**src/rtl/tpu_dma_pkg.sv**
```systemverilog
// Shared types and constants for the TPU inter-layer DMA controller:
// FSM state encoding, request mode codes and per-stage transfer lengths.
package tpu_dma_pkg;

    typedef enum logic [1:0] {
        ST_IDLE  = 2'd0,
        ST_XFER  = 2'd1,
        ST_DRAIN = 2'd2,
        ST_DONE  = 2'd3
    } dma_state_t;

    localparam logic [1:0] MODE_NONE = 2'd0;
    localparam logic [1:0] MODE_CONV = 2'd1;
    localparam logic [1:0] MODE_FC   = 2'd2;
    localparam logic [1:0] MODE_RSVD = 2'd3;

    localparam int unsigned LEN_W = 16;

    localparam logic [LEN_W-1:0] LEN_CONV0 = 16'd1176;  // 14x14x6
    localparam logic [LEN_W-1:0] LEN_CONV1 = 16'd400;   // 5x5x16
    localparam logic [LEN_W-1:0] LEN_FC0   = 16'd120;
    localparam logic [LEN_W-1:0] LEN_FC1   = 16'd84;

    // Unlisted mode/stage pairs decode to zero words (completion-only request).
    function automatic logic [LEN_W-1:0] dma_len(input logic [1:0] mode,
                                                 input logic [1:0] nth);
        logic [LEN_W-1:0] len;
        len = '0;
        case (mode)
            MODE_CONV: begin
                if (nth == 2'd0)      len = LEN_CONV0;
                else if (nth == 2'd1) len = LEN_CONV1;
            end
            MODE_FC: begin
                if (nth == 2'd0)      len = LEN_FC0;
                else if (nth == 2'd1) len = LEN_FC1;
            end
            default: len = '0;
        endcase
        return len;
    endfunction

endpackage

```
**src/rtl/tpu_dma_ctrl_if.sv**
```systemverilog
// Bundle of the layer-controller handshake and the source/destination BRAM
// ports seen by the DMA controller.
interface tpu_dma_ctrl_if #(
    parameter int unsigned DATA_W = 32,
    parameter int unsigned ADDR_W = 11
);
    logic [1:0]        start_dma_i;
    logic [1:0]        nth_conv_i;
    logic              dma_done_o;
    logic              busy_o;
    logic              src_rd_en_o;
    logic [ADDR_W-1:0] src_addr_o;
    logic [DATA_W-1:0] src_rdata_i;
    logic              dst_wr_en_o;
    logic [ADDR_W-1:0] dst_addr_o;
    logic [DATA_W-1:0] dst_wdata_o;

    modport master (
        output start_dma_i, nth_conv_i, src_rdata_i,
        input  dma_done_o, busy_o, src_rd_en_o, src_addr_o,
               dst_wr_en_o, dst_addr_o, dst_wdata_o
    );

    modport slave (
        input  start_dma_i, nth_conv_i, src_rdata_i,
        output dma_done_o, busy_o, src_rd_en_o, src_addr_o,
               dst_wr_en_o, dst_addr_o, dst_wdata_o
    );

endinterface

```
**src/rtl/tpu_dma_ctrl.sv**
```systemverilog
// Copies one layer's output BRAM into the next layer's input BRAM: linear
// reads 0..N-1, each written one cycle later once the BRAM data returns.
module tpu_dma_ctrl
    import tpu_dma_pkg::*;
#(
    parameter int unsigned DATA_W = 32,
    parameter int unsigned ADDR_W = 11
) (
    input  logic           clk,
    input  logic           rst_n,
    tpu_dma_ctrl_if.slave  bus
);

    dma_state_t        state_q;
    dma_state_t        state_d;
    logic [1:0]        start_q;
    logic [1:0]        mode_q;
    logic [1:0]        nth_q;
    logic [ADDR_W-1:0] rd_addr_q;
    logic              wr_en_q;
    logic [ADDR_W-1:0] wr_addr_q;

    logic              accept;
    logic [LEN_W-1:0]  req_len;
    logic [LEN_W-1:0]  cur_len;
    logic [ADDR_W-1:0] last_addr;
    logic              rd_last;
    logic              rd_en;
    logic [DATA_W-1:0] wdata;

    // Only a 0 -> nonzero transition seen in IDLE starts a transfer.
    assign accept    = (state_q == ST_IDLE) && (bus.start_dma_i != 2'd0)
                       && (start_q == 2'd0);
    assign req_len   = dma_len(bus.start_dma_i, bus.nth_conv_i);
    assign cur_len   = dma_len(mode_q, nth_q);
    assign last_addr = ADDR_W'(cur_len - LEN_W'(1));
    assign rd_last   = (rd_addr_q == last_addr);
    assign rd_en     = (state_q == ST_XFER);

    always_ff @(posedge clk or negedge rst_n) begin
        if (!rst_n) begin
            state_q <= ST_IDLE;
        end else begin
            state_q <= state_d;
        end
    end

    always_comb begin
        state_d = state_q;
        case (state_q)
            ST_IDLE: begin
                if (accept) begin
                    state_d = (req_len == '0) ? ST_DONE : ST_XFER;
                end
            end
            ST_XFER: begin
                if (rd_last) state_d = ST_DRAIN;
            end
            ST_DRAIN: state_d = ST_DONE;
            ST_DONE:  state_d = ST_IDLE;
            default:  state_d = ST_IDLE;
        endcase
    end

    always_ff @(posedge clk or negedge rst_n) begin
        if (!rst_n) begin
            start_q   <= '0;
            mode_q    <= '0;
            nth_q     <= '0;
            rd_addr_q <= '0;
            wr_en_q   <= 1'b0;
            wr_addr_q <= '0;
        end else begin
            start_q <= bus.start_dma_i;
            if (accept) begin
                mode_q    <= bus.start_dma_i;
                nth_q     <= bus.nth_conv_i;
                rd_addr_q <= '0;
            end else if (rd_en && !rd_last) begin
                rd_addr_q <= rd_addr_q + ADDR_W'(1);
            end
            // Write stage trails the read by the BRAM's one-cycle read latency.
            wr_en_q   <= rd_en;
            wr_addr_q <= rd_addr_q;
        end
    end

    always_comb begin
        wdata           = wr_en_q ? bus.src_rdata_i : '0;
        bus.busy_o      = (state_q != ST_IDLE);
        bus.dma_done_o  = (state_q == ST_DONE);
        bus.src_rd_en_o = rd_en;
        bus.src_addr_o  = rd_en ? rd_addr_q : '0;
        bus.dst_wr_en_o = wr_en_q;
        bus.dst_addr_o  = wr_en_q ? wr_addr_q : '0;
        bus.dst_wdata_o = wdata;
    end

endmodule

```
**src/flat_wrapper.sv**
```systemverilog
// flat-port wrapper written by rule: the top's interface ports become plain ports
module tpu_dma_ctrl_flat import tpu_dma_pkg::*;
#(
    parameter int unsigned DATA_W = 32,
    parameter int unsigned ADDR_W = 11
)
  (clk, rst_n, bus_start_dma_i, bus_nth_conv_i, bus_src_rdata_i, bus_dma_done_o, bus_busy_o, bus_src_rd_en_o, bus_src_addr_o, bus_dst_wr_en_o, bus_dst_addr_o, bus_dst_wdata_o);
  tpu_dma_ctrl_if #(.DATA_W(DATA_W), .ADDR_W(ADDR_W)) bus_i ();
  input  logic clk;
  input  logic rst_n;
  input wire logic [$bits(bus_i.start_dma_i)-1:0] bus_start_dma_i;
  input wire logic [$bits(bus_i.nth_conv_i)-1:0] bus_nth_conv_i;
  input wire logic [$bits(bus_i.src_rdata_i)-1:0] bus_src_rdata_i;
  output wire logic [$bits(bus_i.dma_done_o)-1:0] bus_dma_done_o;
  output wire logic [$bits(bus_i.busy_o)-1:0] bus_busy_o;
  output wire logic [$bits(bus_i.src_rd_en_o)-1:0] bus_src_rd_en_o;
  output wire logic [$bits(bus_i.src_addr_o)-1:0] bus_src_addr_o;
  output wire logic [$bits(bus_i.dst_wr_en_o)-1:0] bus_dst_wr_en_o;
  output wire logic [$bits(bus_i.dst_addr_o)-1:0] bus_dst_addr_o;
  output wire logic [$bits(bus_i.dst_wdata_o)-1:0] bus_dst_wdata_o;
  assign bus_i.start_dma_i = bus_start_dma_i;
  assign bus_i.nth_conv_i = bus_nth_conv_i;
  assign bus_i.src_rdata_i = bus_src_rdata_i;
  assign bus_dma_done_o = bus_i.dma_done_o;
  assign bus_busy_o = bus_i.busy_o;
  assign bus_src_rd_en_o = bus_i.src_rd_en_o;
  assign bus_src_addr_o = bus_i.src_addr_o;
  assign bus_dst_wr_en_o = bus_i.dst_wr_en_o;
  assign bus_dst_addr_o = bus_i.dst_addr_o;
  assign bus_dst_wdata_o = bus_i.dst_wdata_o;
  tpu_dma_ctrl #(.DATA_W(DATA_W), .ADDR_W(ADDR_W)) u_core (.clk(clk), .rst_n(rst_n), .bus(bus_i));
endmodule
```
**config.mk**
```make
export PLATFORM = sky130hd
export DESIGN_NAME = tpu_dma_ctrl_flat
export DESIGN_NICKNAME = d
export VERILOG_FILES = /design/src/rtl/tpu_dma_pkg.sv /design/src/rtl/tpu_dma_ctrl_if.sv /design/src/rtl/tpu_dma_ctrl.sv /design/src/flat_wrapper.sv
export SDC_FILE = /design/constraint.sdc
export NUM_CORES = 1
export LEC_CHECK = 0
export BUFFER_PORTS_ARGS = -buffer_cell sky130_fd_sc_hd__buf_4
export CORE_MARGIN = 4
export CORE_UTILIZATION = 47
export CTS_CLUSTER_DIAMETER = 80
export DETAILED_ROUTE_END_ITERATION = 8
export PLACE_DENSITY_LB_ADDON = 0.25
export SLEW_MARGIN = 20
export SYNTH_ARGS = -nofsm -noshare
export SYNTH_HDL_FRONTEND = slang
export SYNTH_SLANG_ARGS = --single-unit
```
**constraint.sdc**
```tcl
create_clock -name clk -period 4.2 [get_ports clk]
set_clock_uncertainty 0.2 [all_clocks]
set_input_delay 0.21 -clock clk [delete_from_list [all_inputs] [get_ports clk]]
set_output_delay 0.21 -clock clk [all_outputs]
set_load 0.01 [all_outputs]
```
==> results.md, run 1 <==
- Across every metal layer, demand over resource in global routing totals 0.200.
- The synthesis-to-layout area growth is 45.2%.
- Among all flip-flop cells after synthesis, the most frequent one is sky130_fd_sc_hd__dfrtp_1.
- The netlist uses 39 different library cells.
- The number of synthesized flops with an enable pin is 0.
- The commonest cells after synthesis are sky130_fd_sc_hd__and2_1 (53), sky130_fd_sc_hd__dfrtp_1 (31), sky130_fd_sc_hd__nand2_1 (21).
- The combined buffer and inverter count along the critical path is 1.
- The clock latency on the worst-skew pair is 0.29 ns.
- The wire length of the first global-routing pass is 8230 µm.
- Of the total power, the share spent switching nets is 0.403.
- The core footprint is 4090 µm².
- The number of search-and-repair iterations in the first detailed-routing pass is 4.
- The cell family contributing the most delay on the critical path is simple AND/OR/NAND/NOR gates.
- The total number of yosys warnings is 0.
- The fraction of registers with async set or reset after synthesis is 1.00.
- The total negative slack for setup checks is 0 ns.
- Among all stages on the critical path, the largest delay is contributed by sky130_fd_sc_hd__or4b_4.
- The launching element type of the critical path is a flop.
- The full die area is 5420 µm².
- The horizontal die dimension is roughly 74 µm.
- The net switching power is 0.000660 W.
- The worst setup path is captured at a flop.
- Setup repair after global routing left no endpoint under its margin.
- The pin count of the biggest net entering global routing is 45.
- After detailed routing, the number of vias per cell comes to 5.02.
- The total leakage power is 1.52 nW.
- The finished layout holds 371 standard cells, fillers aside.
- The count of inserted antenna diode cells is 0.
- Clock-pin slew was measured on the worst setup and hold paths at 0.07 ns.
- The total wirelength of the detailed-routed design is 5350 µm.
- The post-synthesis sequential area ratio is 0.384.
- Derived from the worst setup path, the maximum achievable clock frequency is roughly 270 MHz.
- The synthesized instance count is 223.
- The CTS H-tree depth is 2.
- Of the cells placed in the final design, the portion with a size suffix greater than 1 is 0.368.
- At the pin with the least slew margin, the transition time is about 0.84 ns.
- In this run the core area contains 23 standard-cell rows.
- The net count of the finished layout is 369.
- The flow ran to the end, and the final reports show no timing, DRC or antenna violations.
- The worst pin sits at a relative slew slack of 0.439.
- The HPWL after detailed placement is around 4000 µm.
- Counting every net in the synthesized netlist gives around 270.
- The last weighted congestion value of the routability-driven placer is 0.897.
- For this run, design rule violations remaining after detail routing come to 0.
- For this design, the CTS-stage hold fixing added 5 buffers.
- The average routed wire per standard cell is 14.4 µm.
- After global routing the overflow that remains totals 0.
- The clock passes through at most 2 buffers.
- Of all cell types, the one taking the most synthesized area is sky130_fd_sc_hd__dfrtp_1.
- The number of antenna violations at the first check in global routing came to 0.
- The die is 73.6 µm tall.
- In this run the worst path has a maximum fanout of 17.
- The final hold violation count was 0.
- The layout filler cell count is 306.
- The number of setup buffers added after CTS is 0.
- The type of the tightest min-delay check is primary input to asynchronous set/reset pin.
- In the post-synthesis netlist, the cell with the most instances is sky130_fd_sc_hd__and2_1.
- The ratio of total power to cell area is around 560 nW/µm².
- The port buffer count is 95.
- The count of nets left with antenna violations once routing finished came out at 0.
- The period utilization is 0.868.
- The worst setup path is of the flop to flop kind.
- The share of synthesized area in the top cell type comes to 0.384.
- Across the run, the number of max-cap violations was 0.
- Synthesis inferred 31 register bits.
- In the post-synthesis netlist, the biggest area contributors are sky130_fd_sc_hd__dfrtp_1 (38%), sky130_fd_sc_hd__and2_1 (16%), sky130_fd_sc_hd__ha_1 (6.8%).
- The initial standard-cell utilization of the core is 0.495.
- In this run the count of I/O pins placed on the die edge is 96.
- The number of slew-limit violations in the final report is 0.
- The TritonCTS clock tree is done.
- The clock period minus final worst setup slack is between 3 and 4 ns.
- Dividing the synthesized area by the synthesized cell count gives 9.07 µm².
- For this block, the via count after detailed routing is 1863.
- The summed instance area of the synthesized netlist is about 2000 µm².
- The cell count after placement is 358.
- The internal power of the cells totals 0.000978 W.
- The combinational share of power is 0.518.
- The delay of the slowest critical-path stage is 0.50 ns.
- By instance count, the cell type seen most on the critical path is sky130_fd_sc_hd__ha_1.
- The critical path required time is 4.17 ns.
- The arrival time of data at the critical path endpoint is around 3.6 ns.
- Across the VDD grid, the largest voltage drop is 0.000357 V.
- The number of global-route vias before repair is 1747.
- The initial DRC count is 55.
- Traced cell by cell, the critical path runs through inv_1 > ha_1 > o21bai_1 > or3_2 > ha_1 > xor2_1 > nand2_1 > or4b_4 > nor4_4 > a31oi_4 > o32a_1.
- The clock share of power is 0.187.
- The tree is rooted in a sky130_fd_sc_hd__clkbuf_8.
- Buffers inserted during clock tree synthesis total 5.
- Of the total power, registers draw 0.295.
- The number of endpoints failing setup at the final stage is 0.
- Clock tree synthesis found a total of 31 sinks.
- In this run, post-CTS repair resized a total of 0 instances.
worst register-to-register path: cells and delay by family (launching register included):
kind                       cells  cell delay (ns)
AOI/OAI and AO/OA              3             0.81
xor gates and xnor gates       1             0.15
adders and majority gates      2             0.68
buffers and inverters          1             0.06
DFF                            1             0.35
and+or+nand+nor                4             1.29
registers in the layout, indices dropped and copies added, names as in the netlist:
name	cells
u_core.nth_q	2
u_core.mode_q	2
u_core.wr_addr_q	11
u_core.start_q	2
u_core.rd_addr_q	11
u_core.state_q	2
u_core.bus.dst_wr_en_o	1
layout make-up:
cell class	instances	area, µm²	area share
Inverter	11	41.3	0.0141
Timing Repair Buffer	100	763	0.260
Tap cell	50	62.6	0.0213
Clock buffer	6	82.6	0.0281
Multi-Input combinational cell	171	1170	0.400
Clock inverter	2	35.0	0.0119
Sequential cell	31	776	0.264
power by group through the flow:
stage / combinational (W) / sequential (W) / clock [W]
after global placement: 0.000822 / 0.000483 / 0
after global routing: 0.000937 / 0.000505 / 0.000328
final: 0.000848 / 0.000482 / 0.000307
after detailed placement: 0.000845 / 0.000488 / 0
after floorplan: 0.000607 / 0.000433 / 0
after CTS: 0.000854 / 0.000483 / 0.000314
placed cells by master (no fill, tap or decap), types with 2 or more instances in the layout:
cell | netlist | layout
sky130_fd_sc_hd__a21oi_1 | 16 | 16
sky130_fd_sc_hd__a31o_2 | 5 | 5
sky130_fd_sc_hd__and2_1 | 53 | 53
sky130_fd_sc_hd__and3_1 | 5 | 5
sky130_fd_sc_hd__and3_2 | 2 | 2
sky130_fd_sc_hd__buf_4 | 0 | 95
sky130_fd_sc_hd__clkbuf_8 | 0 | 6
sky130_fd_sc_hd__dfrtp_1 | 31 | 31
sky130_fd_sc_hd__dlygate4sd3_1 | 0 | 5
sky130_fd_sc_hd__ha_1 | 11 | 11
sky130_fd_sc_hd__inv_1 | 11 | 11
sky130_fd_sc_hd__mux2i_1 | 3 | 3
sky130_fd_sc_hd__nand2_1 | 21 | 21
sky130_fd_sc_hd__nand2b_1 | 4 | 4
sky130_fd_sc_hd__nand3_1 | 2 | 2
sky130_fd_sc_hd__nand4_1 | 2 | 2
sky130_fd_sc_hd__nor2_1 | 9 | 9
sky130_fd_sc_hd__nor3_1 | 3 | 3
sky130_fd_sc_hd__nor4_4 | 1 | 2
sky130_fd_sc_hd__o21ai_0 | 6 | 6
sky130_fd_sc_hd__or4_1 | 2 | 2
sky130_fd_sc_hd__xnor2_1 | 7 | 7
sky130_fd_sc_hd__xor2_1 | 2 | 2
path summary, 6_finish.rpt:
kind | start | end | slack (ns) | cells after the start
max in group asynchronous | rst_n | u_core.mode_q[0]$_DFFE_PN0P_ | 3.32 | 2
min in group clk | u_core.rd_addr_q[0]$_DFFE_PN0P_ | u_core.wr_addr_q[0]$_DFF_PN0_ | 0.28 | 0
worst max register to register | u_core.mode_q[0]$_DFFE_PN0P_ | u_core.state_q[0]$_DFFE_PN0P_ | 0.56 | 11
worst max-delay path | u_core.mode_q[0]$_DFFE_PN0P_ | u_core.state_q[0]$_DFFE_PN0P_ | 0.56 | 11
worst min-delay path | rst_n | u_core.rd_addr_q[8]$_DFFE_PN0P_ | 0.19 | 2
worst min register to register | u_core.rd_addr_q[0]$_DFFE_PN0P_ | u_core.wr_addr_q[0]$_DFF_PN0_ | 0.28 | 0
layer usage:
layer | vias to the layer above | part of all wire | global-route usage
met3 | 11 | 0.092 | 0.0616
met5 | - | 0 | 0
met1 | 838 | 0.39 | 0.219
li1 | 937 | - | -
met2 | 77 | 0.50 | 0.360
met4 | 0 | 0.017 | 0.0704
kinds of logic (layout without fill, tap and decap cells):
family / after synthesis / count (layout) / share of synthesized area
buf+inv: 21 / 119 / 0.0427
flops: 31 / 31 / 0.384
simple gates: 114 / 114 / 0.343
compound gates: 34 / 34 / 0.109
mux: 3 / 3 / 0.0149
xor+xnor: 9 / 9 / 0.0390
fa+ha+maj: 11 / 11 / 0.0681
stage by stage:
| stage | hold WS, ns | utilization | setup slack (ns) | area, µm² | total power [W] |
|---|---|---|---|---|---|
| 6_report | 0.185 | 0.718 | 0.555 | 2940 | 0.00164 |
| 2_1_floorplan | -0.286 | - | 0.728 | 2020 | 0.00104 |
| 3_3_place_gp | -0.0376 | 0.675 | 0.684 | 2760 | 0.00130 |
| 4_1_cts | 0.195 | 0.716 | 0.548 | 2930 | 0.00165 |
| 3_5_place_dp | -0.0344 | 0.675 | 0.562 | 2760 | 0.00133 |
| 5_1_grt | 0.208 | 0.718 | 0.338 | 2940 | 0.00177 |
Power figures use the tool's default switching activity.
==> run 2, diff against run 1 <==
--- a/config.mk
+++ b/config.mk
@@ -6,7 +6,7 @@
 export NUM_CORES = 1
 export LEC_CHECK = 0
 export BUFFER_PORTS_ARGS = -buffer_cell sky130_fd_sc_hd__buf_4
-export CORE_MARGIN = 4
+export CORE_MARGIN = 1.5
 export CORE_UTILIZATION = 47
 export CTS_CLUSTER_DIAMETER = 80
 export DETAILED_ROUTE_END_ITERATION = 8
==> constraint.sdc (replaced) <==
create_clock -name clk -period 4 [get_ports clk]
set_clock_uncertainty 0.2 [all_clocks]
set_input_delay 0.2 -clock clk [delete_from_list [all_inputs] [get_ports clk]]
set_output_delay 0.2 -clock clk [all_outputs]
set_load 0.01 [all_outputs]
==> results.md, run 2 (synthesis gave the netlist of run 1 again) <==
- Outcome: complete, no violations (unchanged).
- The number of rows in the core area is 23 (unchanged).
- The pin count of the biggest net entering global routing is 45 (unchanged).
- The total leakage power is 1.51 nW (was 1.52 nW).
- The register area is 776 µm² (unchanged).
- The type of the tightest min-delay check is primary input to asynchronous set/reset pin (unchanged).
- The TritonCTS buffer count is 5 (unchanged).
- The total wirelength of the detailed-routed design is 5220 µm (was 5350 µm).
- The post-detailed-route via-to-cell ratio is 5.06 (was 5.02).
- The HPWL after detailed placement came to 3880 µm (was 4090 µm).
- The number of search-and-repair iterations in the first detailed-routing pass is 4 (unchanged).
- Setup repair after global routing missed its margin: false (unchanged).
- The final core utilization was 0.716 (was 0.718).
- The clock period minus final worst setup slack is 3.73 ns (was 3.64 ns).
- The total of max-cap violations came to 0 (unchanged).
- The horizontal die dimension is 68.6 µm (was 73.6 µm).
- The total overflow reported by the global router came to 0 (unchanged).
- The number of routed nets with antenna violations came to 0 (unchanged).
- The critical path required time was 4.02 ns (was 4.17 ns).
- The pin slew with the least headroom to its limit is 0.843 ns (was 0.841 ns).
- The total negative slack for setup checks is 0 ns (unchanged).
- The most frequent standard cell in the layout excluding fill and tap cells is sky130_fd_sc_hd__buf_4 (unchanged).
- The port buffer count is 95 (unchanged).
- The number of primary I/O pins is 96 (unchanged).
- The average routed wire per standard cell is 14.1 µm (was 14.4 µm).
- The DRC violation count after routing is 0 (unchanged).
- Registers with the most flip-flops: u_core.rd_addr_q (11), u_core.wr_addr_q (11) (unchanged).
- The count of buffers added by post-CTS timing repair for setup is 0 (unchanged).
- The detailed-route via count came to 1871 (was 1863).
- The clock root buffer is sky130_fd_sc_hd__clkbuf_8 (unchanged).
- The maximum root-to-sink buffer count is 2 (unchanged).
- The fraction of layout cells with a size suffix above 1 is 0.366 (was 0.368).
- The critical path endpoint category is a flop (unchanged).
- The number of antenna violations at the first check in global routing came to 0 (unchanged).
- The ratio of total power to cell area is 570 nW/µm² (was 558 nW/µm²).
- The launching element type of the critical path is a flop (unchanged).
- The number of endpoints failing setup at the final stage was 0 (unchanged).
- The number of slew-limit violations in the final report is 0 (unchanged).
- The clock-pin slew of the registers on the worst-case setup and hold paths is 0.07 ns (about the same).
- The layout filler cell count is 302 (was 306).
- The vertical extent of the die is 68.6 µm (was 73.6 µm).
- The number of clock sinks is 31 (unchanged).
- The highest net fanout along the worst path came to 17 (unchanged).
- Most used cells in the layout excluding fill and tap cells: sky130_fd_sc_hd__buf_4 (95), sky130_fd_sc_hd__and2_1 (53), sky130_fd_sc_hd__dfrtp_1 (31) (unchanged).
- The maximum VDD drop is 0.000438 V (was 0.000357 V).
- The number of global-route vias before repair is 1707 (was 1747).
- The initial DRC count is 55 (unchanged).
- The initial standard-cell utilization of the core came to 0.498 (was 0.495).
- The core footprint is 4060 µm² (was 4090 µm²).
- The highest clock rate is 268 MHz (was 274 MHz).
- The final cell count without fillers came to 370 (was 371).
- The TritonCTS clock tree is done (unchanged).
- The worst slew slack as a fraction of its limit is 0.438 (was 0.439).
- The synthesis-to-layout area growth is 43.7% (was 45.2%).
- The start-to-end type of the worst setup path is flop to flop (unchanged).
- The CTS H-tree depth was 2 (unchanged).
- The clock latency on the worst-skew pair came to 0.29 ns (about the same).
- The arrival time of data at the critical path endpoint is 3.75 ns (was 3.61 ns).
- The final hold violation count is 0 (unchanged).
- The wire length of the first global-routing pass is 7780 µm (was 8230 µm).
- The count of inserted antenna diode cells is 0 (unchanged).
- The period utilization is 0.932 (was 0.868).
- The net total in the final layout was 369 (unchanged).
- The aggregate global-route resource usage is 0.226 (was 0.200).
- The total of cells resized after clock tree synthesis is 0 (unchanged).
- The cell count after placement was 358 (unchanged).
- The multi-input logic area was 1170 µm² (unchanged).
- The post-route worst hold slack is 0.178 ns (was 0.185 ns).
- The full die area was 4700 µm² (was 5420 µm²).
- The last weighted congestion value of the routability-driven placer was 0.861 (was 0.897).
run 2: timing repair:
item | 4_1_cts | 5_1_grt
endpoints found under the setup margin | 0 | 0
endpoints found under the hold margin | 37 | 0
hold buffers | 5 | 0
run 2: cell type report:
class,count,area share
clock inverter,1,0.00172
clock buffer,6,0.0284
sequential,31,0.267
timing repair buffer,100,0.263
multi-input combinational,171,0.404
tap,50,0.0215
inverter,11,0.0142
run 2: critical path, cell delays in order, from the launching register on:
cell and delay (ns):
sky130_fd_sc_hd__dfrtp_1 0.34, sky130_fd_sc_hd__inv_1 0.07, sky130_fd_sc_hd__ha_1 0.37, sky130_fd_sc_hd__o21bai_1 0.21, sky130_fd_sc_hd__or3_2 0.42, sky130_fd_sc_hd__ha_1 0.31, sky130_fd_sc_hd__xor2_1 0.17, sky130_fd_sc_hd__nand2_1 0.07
sky130_fd_sc_hd__or4b_4 0.50, sky130_fd_sc_hd__nor4_4 0.31, sky130_fd_sc_hd__a31oi_4 0.24, sky130_fd_sc_hd__a21oi_1 0.26, sky130_fd_sc_hd__o32a_1 0.19
run 2: metrics by stage:
step           setup slack, ns  instance area [µm²]  total power, W
3_5_place_dp             0.368                 2760         0.00139
5_1_grt                  0.130                 2910         0.00179
4_1_cts                  0.300                 2900         0.00166
3_3_place_gp             0.491                 2760         0.00136
6_report                 0.270                 2910         0.00165
2_1_floorplan            0.528                 2020         0.00109
run 2: final timing paths:
check / startpoint / to / slack [ns] / cells after the start
max: u_core.mode_q[0]$_DFFE_PN0P_ / u_core.state_q[0]$_DFFE_PN0P_ / 0.27 / 12
min: rst_n / u_core.nth_q[1]$_DFFE_PN0P_ / 0.18 / 2
max reg2reg: u_core.mode_q[0]$_DFFE_PN0P_ / u_core.state_q[0]$_DFFE_PN0P_ / 0.27 / 12
min reg2reg: u_core.rd_addr_q[1]$_DFFE_PN0P_ / u_core.wr_addr_q[1]$_DFF_PN0_ / 0.26 / 0
max in group asynchronous: rst_n / u_core.wr_addr_q[6]$_DFF_PN0_ / 3.13 / 2
min in group clk: u_core.rd_addr_q[1]$_DFFE_PN0P_ / u_core.wr_addr_q[1]$_DFF_PN0_ / 0.26 / 0
run 2: power by group:
group	switching [W]	total (W)	internal [W]
clock network	0.000117	0.000252	0.000135
registers	0.000112	0.000505	0.000393
logic	0.000464	0.000897	0.000433
total	0.000694	0.00165	0.000961
run 2: metal layers:
layer / vias to the layer above / GRT usage / part of all wire
met2: 76 / 0.400 / 0.51
met3: 8 / 0.0633 / 0.10
li1: 941 / - / -
met5: - / 0 / 0
met4: 0 / 0.103 / 0.017
met1: 846 / 0.250 / 0.37
==> run 3, diff against run 2 <==
--- a/config.mk
+++ b/config.mk
@@ -7,7 +7,7 @@
 export LEC_CHECK = 0
 export BUFFER_PORTS_ARGS = -buffer_cell sky130_fd_sc_hd__buf_4
 export CORE_MARGIN = 1.5
-export CORE_UTILIZATION = 47
+export CORE_UTILIZATION = 50
 export CTS_CLUSTER_DIAMETER = 80
 export DETAILED_ROUTE_END_ITERATION = 8
 export PLACE_DENSITY_LB_ADDON = 0.25
==> constraint.sdc (replaced) <==
create_clock -name clk -period 4.4 [get_ports clk]
set_clock_uncertainty 0.2 [all_clocks]
set_input_delay 0.22 -clock clk [delete_from_list [all_inputs] [get_ports clk]]
set_output_delay 0.22 -clock clk [all_outputs]
set_load 0.01 [all_outputs]
==> results.md, run 3 (synthesis gave the netlist of run 1 again) <==
- Outcome: complete, no violations (unchanged).
- Most used cells in the layout excluding fill and tap cells: sky130_fd_sc_hd__buf_4 (95), sky130_fd_sc_hd__and2_1 (53), sky130_fd_sc_hd__dfrtp_1 (31) (unchanged).
- The launching element type of the critical path is a flop (unchanged).
- The type of the tightest min-delay check is primary input to asynchronous set/reset pin (unchanged).
- The maximum VDD drop is 0.000332 V (was 0.000438 V).
- The clock share of power is 0.184 (was 0.152).
- The clock period minus final worst setup slack is 3.60 ns (was 3.73 ns).
- The clock root buffer is sky130_fd_sc_hd__clkbuf_8 (unchanged).
- The number of routed nets with antenna violations is 0 (unchanged).
- The maximum root-to-sink buffer count is 2 (unchanged).
- The worst slew slack as a fraction of its limit is 0.425 (was 0.438).
- The count of inserted antenna diode cells was 0 (unchanged).
- The wire length of the first global-routing pass was 7840 µm (was 7780 µm).
- The clock-pin slew of the registers on the worst-case setup and hold paths is 0.07 ns (about the same).
- The initial standard-cell utilization of the core came to 0.536 (was 0.498).
- The number of rows in the core area is 22 (was 23).
- The most frequent standard cell in the layout excluding fill and tap cells is sky130_fd_sc_hd__buf_4 (unchanged).
- The post-detailed-route via-to-cell ratio is 5.12 (was 5.06).
- The vertical extent of the die is 66.6 µm (was 68.6 µm).
- The port buffer count was 95 (unchanged).
- The horizontal die dimension came to 66.6 µm (was 68.6 µm).
- The critical path required time was 4.37 ns (was 4.02 ns).
- The fraction of layout cells with a size suffix above 1 came to 0.368 (was 0.366).
- The TritonCTS buffer count came to 5 (unchanged).
- The clock latency on the worst-skew pair came to 0.28 ns (was 0.29 ns).
- The total leakage power is 1.52 nW (was 1.51 nW).
- The number of antenna violations at the first check in global routing is 0 (unchanged).
- The arrival time of data at the critical path endpoint came to 3.57 ns (was 3.75 ns).
- The DRC violation count after routing is 0 (unchanged).
- The master of the slowest instance on the critical path is sky130_fd_sc_hd__or4b_4 (unchanged).
- The internal power came to 0.000934 W (was 0.000961 W).
- The switching share of power is 0.397 (was 0.419).
- The number of cell instances on the worst register-to-register path is 11 (was 12).
- The net total in the final layout is 369 (unchanged).
- The HPWL after detailed placement was 3760 µm (was 3880 µm).
- The pin slew with the least headroom to its limit is 0.863 ns (was 0.843 ns).
- The register-to-register setup slack came to 0.80 ns (was 0.27 ns).
- The period utilization is 0.819 (was 0.932).
- The synthesis-to-layout area growth is 45.0% (was 43.7%).
- The relative contribution of sequential cells to total power was 0.297 (was 0.305).
- The number of clock sinks was 31 (unchanged).
- The number of primary I/O pins came to 96 (unchanged).
- The number of global-route vias before repair came to 1652 (was 1707).
- The total of max-cap violations is 0 (unchanged).
- The beginning of the critical path is u_core.mode_q[0]$_DFFE_PN0P_ (unchanged).
- The average routed wire per standard cell is 13.5 µm (was 14.1 µm).
- The highest clock rate is 278 MHz (was 268 MHz).
- The critical path endpoint category is a flop (unchanged).
- The count of buffers added by post-CTS timing repair for setup came to 0 (unchanged).
- The initial DRC count is 89 (was 55).
- The family with the most delay on the worst path is simple AND/OR/NAND/NOR gates (unchanged).
- The most repeated library cell on the critical path is sky130_fd_sc_hd__ha_1 (unchanged).
- The total of cells resized after clock tree synthesis is 0 (unchanged).
- The last weighted congestion value of the routability-driven placer is 0.842 (was 0.861).
- The full die area is 4430 µm² (was 4700 µm²).
- The core footprint is 3770 µm² (was 4060 µm²).
- The post-cts hold buffer count is 5 (unchanged).
- The number of cells on the critical path came to 11 (was 12).
- The delay of the slowest critical-path stage is 0.49 ns (was 0.50 ns).
- Registers with the most flip-flops: u_core.rd_addr_q (11), u_core.wr_addr_q (11) (unchanged).
- The destination of the worst register-to-register timing path is u_core.state_q[0]$_DFFE_PN0P_ (unchanged).
- The final hold violation count is 0 (unchanged).
- The aggregate global-route resource usage is 0.239 (was 0.226).
- The ratio of total power to cell area came to 528 nW/µm² (was 570 nW/µm²).
- Setup repair after global routing missed its margin: false (unchanged).
- The post-route worst hold slack is 0.199 ns (was 0.178 ns).
- The number of endpoints failing setup at the final stage is 0 (unchanged).
- The number of slew-limit violations in the final report came to 0 (unchanged).
- The highest net fanout along the worst path is 17 (unchanged).
- The combined buffer and inverter count along the critical path was 1 (unchanged).
- The pin count of the biggest net entering global routing is 45 (unchanged).
- The CTS H-tree depth came to 2 (unchanged).
- The detailed-route via count is 1888 (was 1871).
- The total overflow reported by the global router is 0 (unchanged).
- The launch point of the worst reg-to-reg path is u_core.mode_q[0]$_DFFE_PN0P_ (unchanged).
- The net switching power is 0.000615 W (was 0.000694 W).
- The worst setup path endpoint is u_core.state_q[0]$_DFFE_PN0P_ (unchanged).
- Sequence of cells on the critical path: inv_1 > ha_1 > o21bai_1 > or3_2 > ha_1 > xor2_1 > nand2_1 > or4b_4 > nor4_4 > a31oi_4 > o32a_1 (was inv_1 > ha_1 > o21bai_1 > or3_2 > ha_1 > xor2_1 > nand2_1 > or4b_4 > nor4_4 > a31oi_4 > a21oi_1 > o32a_1).
- The number of search-and-repair iterations in the first detailed-routing pass came to 4 (unchanged).
- The total wirelength of the detailed-routed design is 4980 µm (was 5220 µm).
- The total negative slack for setup checks was 0 ns (unchanged).
- The start-to-end type of the worst setup path is flop to flop (unchanged).
- The combinational share of power was 0.519 (was 0.542).
- The TritonCTS clock tree is done (unchanged).
==> run 3: cell count changes in the layout (fill, tap and decap cells not counted) <==
| cell | before | now |
|---|---|---|
| sky130_fd_sc_hd__bufinv_16 | 0 | 1 |
==> run 3: power by group through the flow <==
stage | Clock, W | Sequential [W] | Combinational, W
after floorplan | 0 | 0.000414 | 0.000579
after global placement | 0 | 0.000460 | 0.000777
after detailed placement | 0 | 0.000466 | 0.000796
after CTS | 0.000289 | 0.000461 | 0.000804
after global routing | 0.000304 | 0.000480 | 0.000893
final | 0.000285 | 0.000460 | 0.000804
==> run 3: cell type report <==
cell class	instances	area [µm²]
Clock buffer	6	82.6
Multi-Input combinational cell	171	1170
Inverter	11	41.3
Tap cell	48	60.1
Fill cell	264	838
Timing Repair Buffer	100	763
Clock inverter	2	35.0
Sequential cell	31	776
==> run 3: worst min path at each step <==
stage | end | startpoint | cells after the start | slack, ns
finish | u_core.nth_q[0]$_DFFE_PN0P_ | rst_n | 2 | 0.20
global route | u_core.nth_q[0]$_DFFE_PN0P_ | rst_n | 2 | 0.23
CTS | u_core.nth_q[0]$_DFFE_PN0P_ | rst_n | 2 | 0.21
detailed placement | u_core.nth_q[0]$_DFFE_PN0P_ | rst_n | 1 | -0.03
global placement | u_core.nth_q[0]$_DFFE_PN0P_ | rst_n | 1 | -0.03
floorplan | u_core.bus.dst_wr_en_o$_DFF_PN0_ | rst_n | 0 | -0.28
==> run 3: stage by stage <==
| step | instance area [µm²] | power, W | setup slack, ns | util | instances |
|---|---|---|---|---|---|
| 3_5_place_dp | 2760 | 0.00126 | 0.828 | 0.731 | 356 |
| 2_1_floorplan | 2020 | 0.000993 | 0.928 | - | 223 |
| 5_1_grt | 2930 | 0.00168 | 0.490 | 0.778 | 369 |
| 3_3_place_gp | 2760 | 0.00124 | 0.888 | 0.731 | 356 |
| 4_1_cts | 2920 | 0.00155 | 0.807 | 0.775 | 369 |
| 6_report | 2930 | 0.00155 | 0.797 | 0.778 | 369 |
==> run 3: layer usage <==
layer | wire [µm] | track usage | vias to the layer above
met5 | 0 | 0 | -
met4 | 70 | 0.0791 | 0
met3 | 553 | 0.0743 | 7
met2 | 2380 | 0.403 | 84
met1 | 1970 | 0.291 | 861
li1 | - | - | 936
